## config.mk

```make
export PLATFORM = sky130hd
export DESIGN_NAME = mmio_uart_tx
export DESIGN_NICKNAME = d
export VERILOG_FILES = /design/src/rtl/mmio_uart_tx.sv
export SDC_FILE = /design/constraint.sdc
export NUM_CORES = 1
export LEC_CHECK = 0
export ABC_CLOCK_PERIOD_IN_PS = 2400
export CAP_MARGIN = 0
export CORE_UTILIZATION = 46
export DETAILED_ROUTE_END_ITERATION = 7
export GPL_TIMING_DRIVEN = 0
export PLACE_DENSITY = 0.79
export SLEW_MARGIN = 10
export SYNTH_ARGS = -nofsm -noshare
export SYNTH_HDL_FRONTEND = slang
export SYNTH_SLANG_ARGS = --single-unit
```

## constraint.sdc

```tcl
create_clock -name clk -period 2.4 [get_ports clk]
set_clock_uncertainty 0.2 [all_clocks]
set_input_delay 0.72 -clock clk [delete_from_list [all_inputs] [get_ports clk]]
set_output_delay 0.72 -clock clk [all_outputs]
set_load 0.02 [all_outputs]
```

## src/rtl/mmio_uart_tx.sv

```systemverilog
// mmio_uart_tx: memory-mapped 8N1 UART transmitter.
// Command word in (config_reg), status word out (status_reg), serial line out (tx).
// Optional build macro PARITY_EN adds an even-parity bit between the data and stop bits.
module mmio_uart_tx #(
    parameter int unsigned CLKS_PER_BIT = 16
) (
    input  logic        clk,
    input  logic        reset,
    input  logic [31:0] config_reg,
    output logic [31:0] status_reg,
    output logic        tx
);

    localparam int unsigned CNT_W = (CLKS_PER_BIT > 1) ? $clog2(CLKS_PER_BIT) : 1;
    localparam logic [CNT_W-1:0] CNT_LAST = CNT_W'(CLKS_PER_BIT - 1);
`ifdef PARITY_EN
    localparam logic PARITY_FLAG = 1'b1;
`else
    localparam logic PARITY_FLAG = 1'b0;
`endif

    typedef enum logic [2:0] {
        IDLE   = 3'd0,
        START  = 3'd1,
        DATA   = 3'd2,
        PARITY = 3'd3,
        STOP   = 3'd4
    } state_t;

    state_t           state;
    logic [CNT_W-1:0] bit_cnt;
    logic [2:0]       idx;
    logic [7:0]       shift;
    logic [7:0]       data_q;
    logic [7:0]       last_byte;
    logic [7:0]       frame_cnt;
    logic             go_q;
    logic             busy;
    logic             overrun;
    logic             done;

    logic go_edge;
    logic bit_end;
    logic unused_cfg;

    assign go_edge    = config_reg[8] & ~go_q;
    assign bit_end    = (bit_cnt == CNT_LAST);
    assign unused_cfg = ^config_reg[31:10];

    // Status word is pure wiring of registers; nothing from config_reg reaches it combinationally.
    assign status_reg = {8'h00, frame_cnt, last_byte, 4'h0, PARITY_FLAG, done, overrun, busy};

    // Frame sequencer, GO edge detection and sticky status flags.
    always_ff @(posedge clk) begin
        if (reset) begin
            state     <= IDLE;
            bit_cnt   <= '0;
            idx       <= 3'd0;
            shift     <= 8'h00;
            data_q    <= 8'h00;
            last_byte <= 8'h00;
            frame_cnt <= 8'h00;
            go_q      <= 1'b0;
            busy      <= 1'b0;
            overrun   <= 1'b0;
            done      <= 1'b0;
            tx        <= 1'b1;
        end else begin
            go_q <= config_reg[8];

            // CLR first so that any set below in the same cycle wins.
            if (config_reg[9]) begin
                overrun <= 1'b0;
                done    <= 1'b0;
            end

            // A command arriving while a frame is in flight is dropped and flagged.
            if (go_edge && (state != IDLE)) begin
                overrun <= 1'b1;
            end

            case (state)
                IDLE: begin
                    tx <= 1'b1;
                    if (go_edge) begin
                        shift   <= config_reg[7:0];
                        data_q  <= config_reg[7:0];
                        busy    <= 1'b1;
                        done    <= 1'b0;
                        bit_cnt <= '0;
                        tx      <= 1'b0;
                        state   <= START;
                    end
                end
                START: begin
                    if (bit_end) begin
                        bit_cnt <= '0;
                        idx     <= 3'd0;
                        tx      <= shift[0];
                        state   <= DATA;
                    end else begin
                        bit_cnt <= bit_cnt + CNT_W'(1);
                    end
                end
                DATA: begin
                    if (bit_end) begin
                        bit_cnt <= '0;
                        shift   <= {1'b0, shift[7:1]};
                        if (idx == 3'd7) begin
`ifdef PARITY_EN
                            tx    <= ^data_q;
                            state <= PARITY;
`else
                            tx    <= 1'b1;
                            state <= STOP;
`endif
                        end else begin
                            idx <= idx + 3'd1;
                            tx  <= shift[1];
                        end
                    end else begin
                        bit_cnt <= bit_cnt + CNT_W'(1);
                    end
                end
`ifdef PARITY_EN
                PARITY: begin
                    if (bit_end) begin
                        bit_cnt <= '0;
                        tx      <= 1'b1;
                        state   <= STOP;
                    end else begin
                        bit_cnt <= bit_cnt + CNT_W'(1);
                    end
                end
`endif
                STOP: begin
                    tx <= 1'b1;
                    if (bit_end) begin
                        bit_cnt   <= '0;
                        busy      <= 1'b0;
                        done      <= 1'b1;
                        last_byte <= data_q;
                        frame_cnt <= frame_cnt + 8'd1;
                        state     <= IDLE;
                    end else begin
                        bit_cnt <= bit_cnt + CNT_W'(1);
                    end
                end
                default: begin
                    tx    <= 1'b1;
                    state <= IDLE;
                end
            endcase
        end
    end

endmodule

```

==> summary.md, run 1 <==
For this design the total switching power over the nets is 0.0003939 W. The finished cells cover 0.002653 mm^2. For this run, the top clock speed supported by timing is 0.4334 GHz. The total inserted antenna cells was 0. For the cell area after placement, the log shows 0.002564 mm^2. The tightest min-delay check is of the reg -> reg type. The critical path goes through clkdlybuf4s50_1. The die covers 0.004959 mm^2. Of the post-synthesis cell area, the dominant cell type holds 43.70%.

The wire length per cell after detailed routing came out at 12.22 um. The logs give 1,671 for the via count of the first global-routing pass and 0.004414 mm^2 for the area of the core region. Number of warnings printed during yosys synthesis: 0. The critical path in this run is classified as reg -> out. The final routed wirelength across all metal layers was 4339 um.

The clock network accounts for 32.3% of the total power. Entering global routing, the biggest net connects 16 pins. For the leakage power of the design, the log shows 1.051 nW. The run gives 0.2586 ns as the worst hold slack across all endpoints.

The logs give 0 for the post-detailed-route DRC marker count and 5 for the number of buffers added by the clock tree synthesis step. The tools report the global-route wire length before repair as 7479 um. In this run, distinct cell masters in the synthesized netlist total 42.

The run finished with clean final reports. Number of enable flip-flop cells after synthesis: 0. The largest individual stage delay along the critical path comes from the cell sky130_fd_sc_hd__clkdlybuf4s50_1. The number of hold buffers added after cts was 0. For this design the top-level I/O count stands at 67. Counting flops and latches in the post-synthesis netlist gives 47.

The maximum net fanout on the critical path is 6. Across the run, the number of max-cap violations was 0. From synthesis to final layout, the design area changed by 23.18%. Buffers plus inverters on the worst setup path: 1. The number of iterations in the first detailed-routing pass is 5, and the overall die width is 70.42 um. The logs give 18.65% for the total global routing track utilization and 0 for the count of cells resized by post-cts repair. The share of total power consumed by net switching was 26.58%. Sum of overflow across all layers after global routing: 0.

STA classifies the critical path endpoint as a primary output. The number of vias per cell after detailed routing is 5.265. The cell area power density is 558.6 mW/mm^2, and the worst-case headroom to the max-slew limit is 62.31%. The H-tree was split into 2 levels. For the data arrival time at the worst-slack endpoint, the log shows 1.39 ns. Among cell families on the critical path, the largest total delay comes from buffers and inverters.

By area the synthesized netlist is led by sky130_fd_sc_hd__dfxtp_1 (44%), sky130_fd_sc_hd__nand2_1 (6.8%), sky130_fd_sc_hd__buf_4 (5.9%). In the synthesized netlist the dominant register cell turns out to be sky130_fd_sc_hd__dfxtp_1. The tools report the worst vdd rail ir drop as 0.2794 mV.

The share of the clock period used by the worst path works out to 96.13%. Clock-pin slew was measured on the worst setup and hold paths at 0.09 ns. The detail route stage leaves a number of antenna-violating nets equal to 0. The number of setup violations in the final report is 0. For the worst-skew pair, the clock arrives at the later sink with an insertion delay of 0.30 ns. The worst path in the final design needs a cycle of 2.307 ns, including I/O delays and setup. In this run, the number of DRC markers left after iteration 0 of detailed routing was 117. Number of antenna violations at the first check in global routing: 0.

At the worst endpoint, the required time is 1.48 ns. The run gives 48.78% as the effective utilization at floorplan. For the pin with the worst max-slew slack, the measured transition is 0.5653 ns. Synthesis handed over a netlist of 253 instances.

Detailed routing inserted a total of 1,869 vias. The final total power was 0.001482 W; the die span in y was 70.42 um. The clock tree root buffer cell was sky130_fd_sc_hd__clkbuf_8.

TritonCTS built the clock tree. The placement row count is 24. For the final routed database, the setup TNS stands at 0 ns. The final-report max-slew violation count is 0. Routability-driven placement finished with a final weighted congestion of 0.8368. During placement, the flow inserted port buffers numbering 30. The logs give 0 for the buffers inserted during post-CTS setup optimization and 47 for the number of sinks driven by the clock tree. Sequential cells were found to cover 43.70% of the synthesized design area.

The part of the total power dissipated in combinational logic was 12.2%. Category of the worst setup path launch point: a register. The final hold violation count is 0, and the count of nets after finishing is 340.

The share of post-route cells with drive strength above 1 came out at 11.22%. The longest clock path from root to sink contains 2 buffers. Leading area contributor after synthesis: sky130_fd_sc_hd__dfxtp_1. The average instance in the mapped netlist occupies 8.511 um^2. Summing every instance area after synthesis gives 0.002153 mm^2.

Setup repair after global routing left no endpoint under its margin. The detailed-placement wirelength estimate was 3123 um; the async set-reset flop share out of synthesis was 0%. Internal power comes to 0.001088 W. Register share of total power: 55.5%. The largest stage delay on the critical path was 0.64 ns.
## area by class of cell
class                   count  area [um^2]
plain buffers              30        186.4
clock buffers               5        68.82
clock inverters             3        20.02
fillers                   405         1762
inverters                   2        7.507
multi-input cells         186         1064
flip-flops and latches     47        940.9
well taps                  52        65.06
repair buffers             30        300.3
## cell usage after synthesis, drive strengths merged, types with 5 or more instances
library cell	instances
clkbuf	10
nand2	39
a21oi	25
mux2i	8
a211oi	8
nand3	5
a22oi	5
nor2	29
buf	20
dfxtp	47
## power groups by stage
stage | logic (W) | clock network [W] | registers, W
after global placement | 0.000175 | 0 | 0.000839
after detailed placement | 0.000179 | 0 | 0.000840
after global routing | 0.000198 | 0.000513 | 0.000825
final | 0.000181 | 0.000479 | 0.000822
after CTS | 0.000180 | 0.000482 | 0.000822
after floorplan | 0.000130 | 0 | 0.000839
## metal layers
layer  GRT usage, %  part of all wire, %  vias to the layer above
li1               -                    -                      947
met1          25.00                   47                      865
met2          29.74                   47                       49
met3          4.473                  4.7                        8
met4          5.333                  1.2                        0
met5              0                    0                        -
## cells by family (layout without fill, tap and decap cells)
group	count (synthesis)	in the layout	share of synthesized area [%]
AO/OA/AOI/OAI	53	53	16.39
XOR/XNOR	5	5	2.034
adder cells (fa/ha/maj)	4	4	2.324
buffers and inverters	32	70	9.007
flip-flops	47	47	43.70
multiplexers	8	8	3.719
other	1	13	0.1742
AND/OR/NAND/NOR	103	103	22.66
## cell usage in the layout (no fill, tap or decap), types with 3 or more instances in the layout
cell / n
sky130_fd_sc_hd__dfxtp_1: 47
sky130_fd_sc_hd__nand2_1: 39
sky130_fd_sc_hd__clkdlybuf4s50_1: 30
sky130_fd_sc_hd__nor2_1: 28
sky130_fd_sc_hd__a21oi_1: 25
sky130_fd_sc_hd__buf_4: 17
sky130_fd_sc_hd__conb_1: 13
sky130_fd_sc_hd__clkbuf_1: 10
sky130_fd_sc_hd__mux2i_1: 8
sky130_fd_sc_hd__nand3_1: 5
sky130_fd_sc_hd__a22oi_1: 5
sky130_fd_sc_hd__a211oi_1: 5
sky130_fd_sc_hd__clkbuf_8: 5
sky130_fd_sc_hd__nand4_1: 4
sky130_fd_sc_hd__xor2_1: 4
sky130_fd_sc_hd__o21ai_0: 4
sky130_fd_sc_hd__nor2b_1: 4
sky130_fd_sc_hd__ha_1: 4
sky130_fd_sc_hd__or3_1: 3
sky130_fd_sc_hd__o211ai_1: 3
sky130_fd_sc_hd__nand3b_1: 3
sky130_fd_sc_hd__a211oi_2: 3
sky130_fd_sc_hd__nor3_1: 3
## worst paths after layout
path / from / to / slack, ns / cells after the start
max: frame_cnt[2] / status_reg[18] / 0.09 / 1
min: last_byte[7] / last_byte[7] / 0.26 / 2
max reg2reg: bit_cnt[0] / idx[2] / 0.29 / 6
min reg2reg: last_byte[7] / last_byte[7] / 0.26 / 2
## per-stage QoR
stage / setup slack [ns] / util [%] / instances
after floorplan: 0.6109 / - / 265
after global placement: -0.09215 / 58.08 / 347
after detailed placement: -0.1510 / 58.08 / 347
after CTS: 0.09615 / 60.09 / 355
after global routing: 0.04774 / 60.09 / 355
final: 0.09284 / 60.09 / 355
## flip-flops by register name, summed over array words and instances, names as in the netlist
register / cells
bit_cnt: 4
busy: 1
data_q: 8
done: 1
frame_cnt: 8
go_q: 1
idx: 3
last_byte: 8
overrun: 1
shift: 8
state: 3
tx: 1
(Power assumes the default switching activity.)
==> run 2, diff against run 1 <==
==> config.mk (replaced) <==
export PLATFORM = sky130hd
export DESIGN_NAME = mmio_uart_tx
export DESIGN_NICKNAME = d
export VERILOG_FILES = /design/src/rtl/mmio_uart_tx.sv
export SDC_FILE = /design/constraint.sdc
export NUM_CORES = 1
export LEC_CHECK = 0
export ABC_CLOCK_PERIOD_IN_PS = 1900
export CAP_MARGIN = 0
export CORE_UTILIZATION = 42
export DETAILED_ROUTE_END_ITERATION = 7
export GPL_TIMING_DRIVEN = 0
export PLACE_DENSITY = 0.76
export SLEW_MARGIN = 10
export SYNTH_ARGS = -nofsm -noshare
export SYNTH_HDL_FRONTEND = slang
export SYNTH_SLANG_ARGS = --single-unit
export TNS_END_PERCENT = 10
==> constraint.sdc (replaced) <==
create_clock -name clk -period 1.9 [get_ports clk]
set_clock_uncertainty 0.2 [all_clocks]
set_input_delay 0.57 -clock clk [delete_from_list [all_inputs] [get_ports clk]]
set_output_delay 0.57 -clock clk [all_outputs]
set_load 0.02 [all_outputs]
==> summary.md, run 2 (same netlist as run 1, synthesis figures left out) <==
Summed over all nets, the half-perimeter wirelength after detailed placement is 3163 um. Global routing consumed, on the met3 layer, 3.704% of the routing resources. Total via count in the routed design: 1,874. In the global route stage, overall resource usage came out at 17.60%. The startpoint identified for the worst hold timing path is data_q[3]. The final layout contains routed wiring with a total length of 4552 um.

Headroom to the max-slew limit came out at 58.00%. For the final-report max-slew violation count, the log shows 0. The first global-routing pass estimated 7334 um of wire. The register share of total power was 48.4%; the data arrival time at the worst-slack endpoint was 1.85 ns.

Cell with the most instances on the worst path: sky130_fd_sc_hd__buf_6. The overall die width is 73.60 um, and the count of boundary I/O pins is 67. The slowest stage of the critical path is the sky130_fd_sc_hd__or3b_1 cell. The run gives 44.70% as the effective utilization at floorplan.

Setup repair after global routing could not meet its margin everywhere. The number of antenna diodes in the final layout is 0. After the first detailed-routing iteration, the DRC count stood at 98. The wire length per cell after detailed routing works out to 12.11 um.

The tool flagged a number of max-cap violations equal to 0. The worst register-to-register path begins at state[2]. The total overflow left after global routing is 0. The global routing stage identified its most utilized layer as met2. In the routed design, unresolved DRC markers number 0. The final hold violation count is 0.

In this run the power density over the cells is 767.8 mW/mm^2. The logs give 1,629 for the via count of the first global-routing pass and 1.86 ns for the data required time at the worst endpoint. The later pin in the worst-skew pair is clocked with a latency of 0.30 ns.

The final critical path takes up 99.00% of the cycle. Total power for the finished layout comes to 0.002151 W. Leaving out fill and tap cells, the most frequent cell in the layout is sky130_fd_sc_hd__dfxtp_1.

The core region is 0.004817 mm^2. Of the total power, the share spent switching nets is 23.14%. Once detail routing completed, the nets flagged for antenna violations numbered 0. TritonCTS built the clock tree. No sink is reached through more buffers than the 2 on the longest clock path.

The routing usage on met1 was 22.43%. For the number of antenna violations at the first check in global routing, the log shows 0. Global routing consumed, on the met2 layer, 29.26% of the routing resources. Type of the setup path with the least slack: reg -> reg. For this run, the detailed router's first-pass iteration total came to 4. The flow ran to the end, and the final reports show no timing, DRC or antenna violations. The worst register-to-register path has a setup slack of 0.02 ns.

In this run, the combinational gates consume 11.5% of the power. For the depth of the CTS H-tree, the log shows 2. The clock tree root buffer cell is sky130_fd_sc_hd__clkbuf_8.

End of the worst register-to-register path: shift[2]. Cell internal power was estimated by the tool at 0.001653 W. The count of nets after finishing came out at 346.

The analysis attributes to cell leakage a power of 1.198 nW. Counting the buffers created by CTS gives 5. The tools report the number of sinks driven by the clock tree as 47. The total negative slack is 0 ns, and the maximum net fanout on the critical path is 9. The clock group share of total power came out at 40.2%. The number of setup violations in the final report is 0, and the number of port buffers is 30. The path with the worst hold slack has its endpoint at last_byte[3]. The worst register-to-register path has a depth of 7. The tools report the global placer's final weighted congestion as 0.7817. The worst setup path is captured at a register. Path type of the worst min-delay path: reg -> reg. In the layout the commonest cells are sky130_fd_sc_hd__dfxtp_1 (45), sky130_fd_sc_hd__nand2_1 (39), sky130_fd_sc_hd__nor2_1 (28).

The floorplan step defined a die boundary enclosing 0.005417 mm^2. After clock tree synthesis, the clock-pin slew on the worst setup and hold paths is 0.09 ns. In this run the core area contains 25 standard-cell rows. The worst vdd rail ir drop was 0.3860 mV; the pin count of the biggest net entering global routing was 16. Category of the worst setup path launch point: a register.

The clock period minus final worst setup slack was 1.881 ns. In the final layout, the share of cells above drive strength 1 is 17.48%. For this run, the share of the core covered by cells in the final layout is 58.16%. Traced cell by cell, the critical path runs through buf_2, or3b_1, buf_6, o22ai_4, buf_6, buf_4, a211oi_1. The switching power summed over all nets came out at 0.0004976 W.

Counting instances, the worst hold path has a depth of 2. The die span in y was 73.60 um. Fmax: 0.5316 GHz. For this run, the slowest stage of the critical path takes 0.40 ns. At the pin with the least slew margin, the transition time is 0.6300 ns.

The number of vias per cell after detailed routing is 4.984, and the area growth from synthesis to final layout is 30.10%.
## run 2: cell types whose count changed in the layout (fill, tap and decap cells not counted), sizes merged
| cell | delta |
|---|---|
| dlygate4sd2 | +18 |
| clkdlybuf4s50 | -20 |
| bufinv | +2 |
| clkinv | -1 |
| clkinvlp | -1 |
| buf | +8 |
## run 2: layout make-up
class	count	area [um^2]
clock buffers	5	68.82
inverters	2	7.507
clock inverters	3	67.56
well taps	67	83.83
flip-flops and latches	47	943.4
plain buffers	30	195.2
fillers	462	2016
multi-input cells	186	1120
repair buffers	36	315.3
## run 2: power by group through the flow
stage          clock network [W]  registers [W]  logic, W
2_1_floorplan                  0        0.00106  0.000164
3_3_place_gp                   0        0.00106  0.000222
3_5_place_dp                   0        0.00106  0.000225
4_1_cts                 0.000877        0.00104  0.000225
5_1_grt                 0.000923        0.00105  0.000269
6_report                0.000864        0.00104  0.000246
## run 2: metal layers
metal | routed length (um) | vias up
li1 | - | 959
met1 | 2018 | 844
met2 | 2204 | 63
met3 | 255 | 8
met4 | 74 | 0
met5 | 0 | -
## run 2: through the flow
| stage | hold WS, ns | instance area (um^2) | cells | worst slack, ns |
|---|---|---|---|---|
| finish | 0.2544 | 2801 | 376 | 0.01892 |
| global route | 0.2783 | 2801 | 376 | -0.08149 |
| CTS | 0.2545 | 2711 | 370 | -0.1010 |
| detailed placement | 0.2437 | 2582 | 362 | -0.4264 |
| global placement | 0.2385 | 2582 | 362 | -0.4421 |
| floorplan | 0.2321 | 2198 | 265 | 0.1109 |
## run 2: how the worst max path moves through the flow
stage	startpoint	endpoint	slack [ns]
floorplan	state[0]	shift[4]	0.11
global placement	config_reg[8]	shift[7]	-0.44
detailed placement	config_reg[8]	shift[7]	-0.43
CTS	state[2]	frame_cnt[7]	-0.10
global route	state[2]	shift[5]	-0.08
finish	state[2]	shift[2]	0.02
## run 2: critical path: cells and delay by family, from the launching register on
| kind | cells | cell delay [ns] |
|---|---|---|
| buffers and inverters | 4 | 0.63 |
| DFF | 1 | 0.30 |
| AOI/OAI and AO/OA | 2 | 0.22 |
| and+or+nand+nor | 1 | 0.40 |
## run 2: timing repair
item	in CTS	in global routing
pin swaps	1	3
hold buffers	0	0
gates resized for setup	26	14
endpoints found under the setup margin	42	34
setup buffers	0	6
==> run 3, diff against run 2 <==
--- a/config.mk
+++ b/config.mk
@@ -7,10 +7,11 @@
 export LEC_CHECK = 0
 export ABC_CLOCK_PERIOD_IN_PS = 1900
 export CAP_MARGIN = 0
-export CORE_UTILIZATION = 42
+export CORE_UTILIZATION = 43
+export CTS_BUF_LIST = sky130_fd_sc_hd__clkbuf_4
 export DETAILED_ROUTE_END_ITERATION = 7
 export GPL_TIMING_DRIVEN = 0
-export PLACE_DENSITY = 0.76
+export PLACE_DENSITY = 0.78
 export SLEW_MARGIN = 10
 export SYNTH_ARGS = -nofsm -noshare
 export SYNTH_HDL_FRONTEND = slang
==> constraint.sdc (replaced) <==
create_clock -name clk -period 1.9 [get_ports clk]
set_clock_uncertainty 0.2 [all_clocks]
set_input_delay 0.57 -clock clk [delete_from_list [all_inputs] [get_ports clk]]
set_output_delay 0.57 -clock clk [all_outputs]
set_load 0.005 [all_outputs]
==> summary.md, run 3 (same netlist as run 1, synthesis figures left out) <==
The run finished with clean final reports. The first routing iteration left 77 violations. For this design, the sink count on the clock tree is 47.

The share of the clock period used by the worst path was 98.64%. The worst-case headroom to the max-slew limit was 59.29%; the final-report max-slew violation count was 0. The root buffer cell chosen for the clock tree is sky130_fd_sc_hd__clkbuf_4. Max-capacitance violation count: 0.

VDD sags by at most 0.4556 mV. The start of the worst register-to-register path was state[2]. For this design the ratio of total power to cell area is 679.7 mW/mm^2.

The path type of the worst min-delay path was reg -> reg. The count of boundary I/O pins is 67, and the number of hold buffers added after cts is 0. The data required time at the worst endpoint was 2.00 ns. The library cells used most frequently in the layout, excluding fill and tap cells, are sky130_fd_sc_hd__nand2_1 (39), sky130_fd_sc_hd__nor2_1 (28), sky130_fd_sc_hd__a21oi_1 (25). The final hold violation count came out at 0.

The number of antenna violations at the first check in global routing is 0, and the global placer's final weighted congestion is 0.7675. In this run the worst path has a maximum fanout of 10. The pre-antenna-repair detailed-routing pass consisted of 4 iterations. The clock-pin slew on the worst setup and hold paths is 0.15 ns. The area growth from synthesis to final layout was 27.83%; the clock period minus final worst setup slack was 1.874 ns.

The depth of the CTS H-tree is 2, and the worst hold slack across all endpoints is 0.2550 ns. The die covers 0.005295 mm^2. The number of port buffers came out at 30.

The run gives 0.004786 mm^2 as the area of the core region. For the cell area after placement, the log shows 0.002582 mm^2. The tools report the placement-stage worst setup slack as -0.4495 ns. Static timing analysis puts the maximum clock frequency at 0.5336 GHz. The tools report the total inserted antenna cells as 0. Setup slack closes at 0.02586 ns. Wires add up to 4659 um.

Setup violations remaining at the end of the flow were counted as 0. Dividing the detail-routed via count by the number of cells gives 5.021. For the maximum count of clock buffers along a single path, the log shows 2.

Detailed-placement wirelength estimate: 3217 um. The startpoint identified for the worst hold timing path is data_q[4]. The tools report the post-detailed-route DRC marker count as 0.

From bottom edge to top edge, the die measures 72.77 um. Clock latency on the worst-skew pair, taken at its later pin, is 0.37 ns. The total overflow left after global routing is 0. The tools report the category of the worst setup path launch point as a register. The finished cells cover 0.002753 mm^2. For this run, the total global-route usage over all layers was measured as 18.26%.

Clock tree synthesis inserted a total of 5 buffers. The global-route wire length before repair came out at 7458 um. STA classifies the critical path endpoint as a register. For the pin with the worst max-slew slack, the measured transition is 0.6106 ns. STA puts the critical path data arrival time at 1.97 ns. TritonCTS built the clock tree.

The type of the setup path with the least slack was reg -> reg. Entering global routing, the biggest net connects 17 pins. The floorplan has 25 rows. Summed over all failing endpoints, the final setup total negative slack is 0 ns. Worst setup path startpoint: state[2]. The die is 72.77 um wide. The share of post-route cells with drive strength above 1 was 23.53%. For this run, the post-layout net count is 343. Leaving out filler cells and counting taps, the final layout contains 373. Setup repair after global routing could not meet its margin everywhere. The routed layout has 1,873 vias. The tools report the via count of the first global-routing pass as 1,636. Summed over all cells, the static leakage comes to 1.192 nW.

Commonest non-fill, non-tap cell in the layout: sky130_fd_sc_hd__nand2_1. The count of nets left with antenna violations once routing finished came out at 0. After detailed routing, the average wire length per cell comes to 12.49 um.

After detailed placement, the design holds a cell count of 362. The effective utilization at floorplan was 44.99%.
==> run 3: cell count changes in the layout (fill, tap and decap cells not counted), sizes merged <==
| cell | delta |
|---|---|
| buf | -1 |
| clkbuf | -2 |
| inv | +1 |
| dlygate4sd2 | -1 |
| bufinv | -1 |
| dlymetal6s2s | +1 |
==> run 3: final cells by class <==
| type | count | area [um^2] |
|---|---|---|
| Fill cell | 453 | 2033 |
| Multi-Input combinational cell | 186 | 1101 |
| Timing Repair Buffer | 33 | 299.0 |
| Clock inverter | 3 | 46.29 |
| Sequential cell | 47 | 979.7 |
| Buffer | 30 | 197.7 |
| Tap cell | 67 | 83.83 |
| Inverter | 2 | 7.507 |
| Clock buffer | 5 | 37.54 |
==> run 3: final timing paths <==
kind	endpoint	slack (ns)	depth (start not counted)
setup / recovery	shift[4]	0.03	7
hold / removal	last_byte[4]	0.26	2
setup reg to reg	shift[4]	0.03	7
hold reg to reg	last_byte[4]	0.26	2
==> run 3: what timing repair did <==
| action | CTS | global route |
|---|---|---|
| setup buffers | 1 | 2 |
| endpoints found under the setup margin | 37 | 35 |
| gates resized for setup | 48 | 16 |
| pin swaps | 1 | 2 |
==> run 3: layer usage <==
layer / GRT usage (%) / part of all wire, % / up-vias
li1: - / - / 950
met1: 23.43 / 46 / 875
met2: 29.80 / 49 / 43
met3: 4.144 / 3.9 / 5
met4: 7.190 / 1.1 / 0
met5: 0 / 0 / -
==> run 3: metrics by stage <==
step / total power (W) / utilization, %
global route: 0.001946 / 57.52
floorplan: 0.001200 / -
finish: 0.001871 / 57.52
CTS: 0.001869 / 56.34
global placement: 0.001259 / 53.96
detailed placement: 0.001265 / 53.96
==> run 3: where the power goes <==
part	leakage [nW]	switching (W)	internal, W
Combinational	0.755	0.000112	0.0000984
Sequential	0.394	0.0000202	0.00102
Clock	0.0418	0.000342	0.000281
==> run 3: critical path, cell delays in order, from the launching register on <==
cell and delay, ns:
sky130_fd_sc_hd__dfxtp_1 0.32, sky130_fd_sc_hd__buf_2 0.16, sky130_fd_sc_hd__or3b_1 0.39, sky130_fd_sc_hd__buf_6 0.16
sky130_fd_sc_hd__o22ai_4 0.16, sky130_fd_sc_hd__buf_6 0.18, sky130_fd_sc_hd__nor2_1 0.05, sky130_fd_sc_hd__a211oi_2 0.18
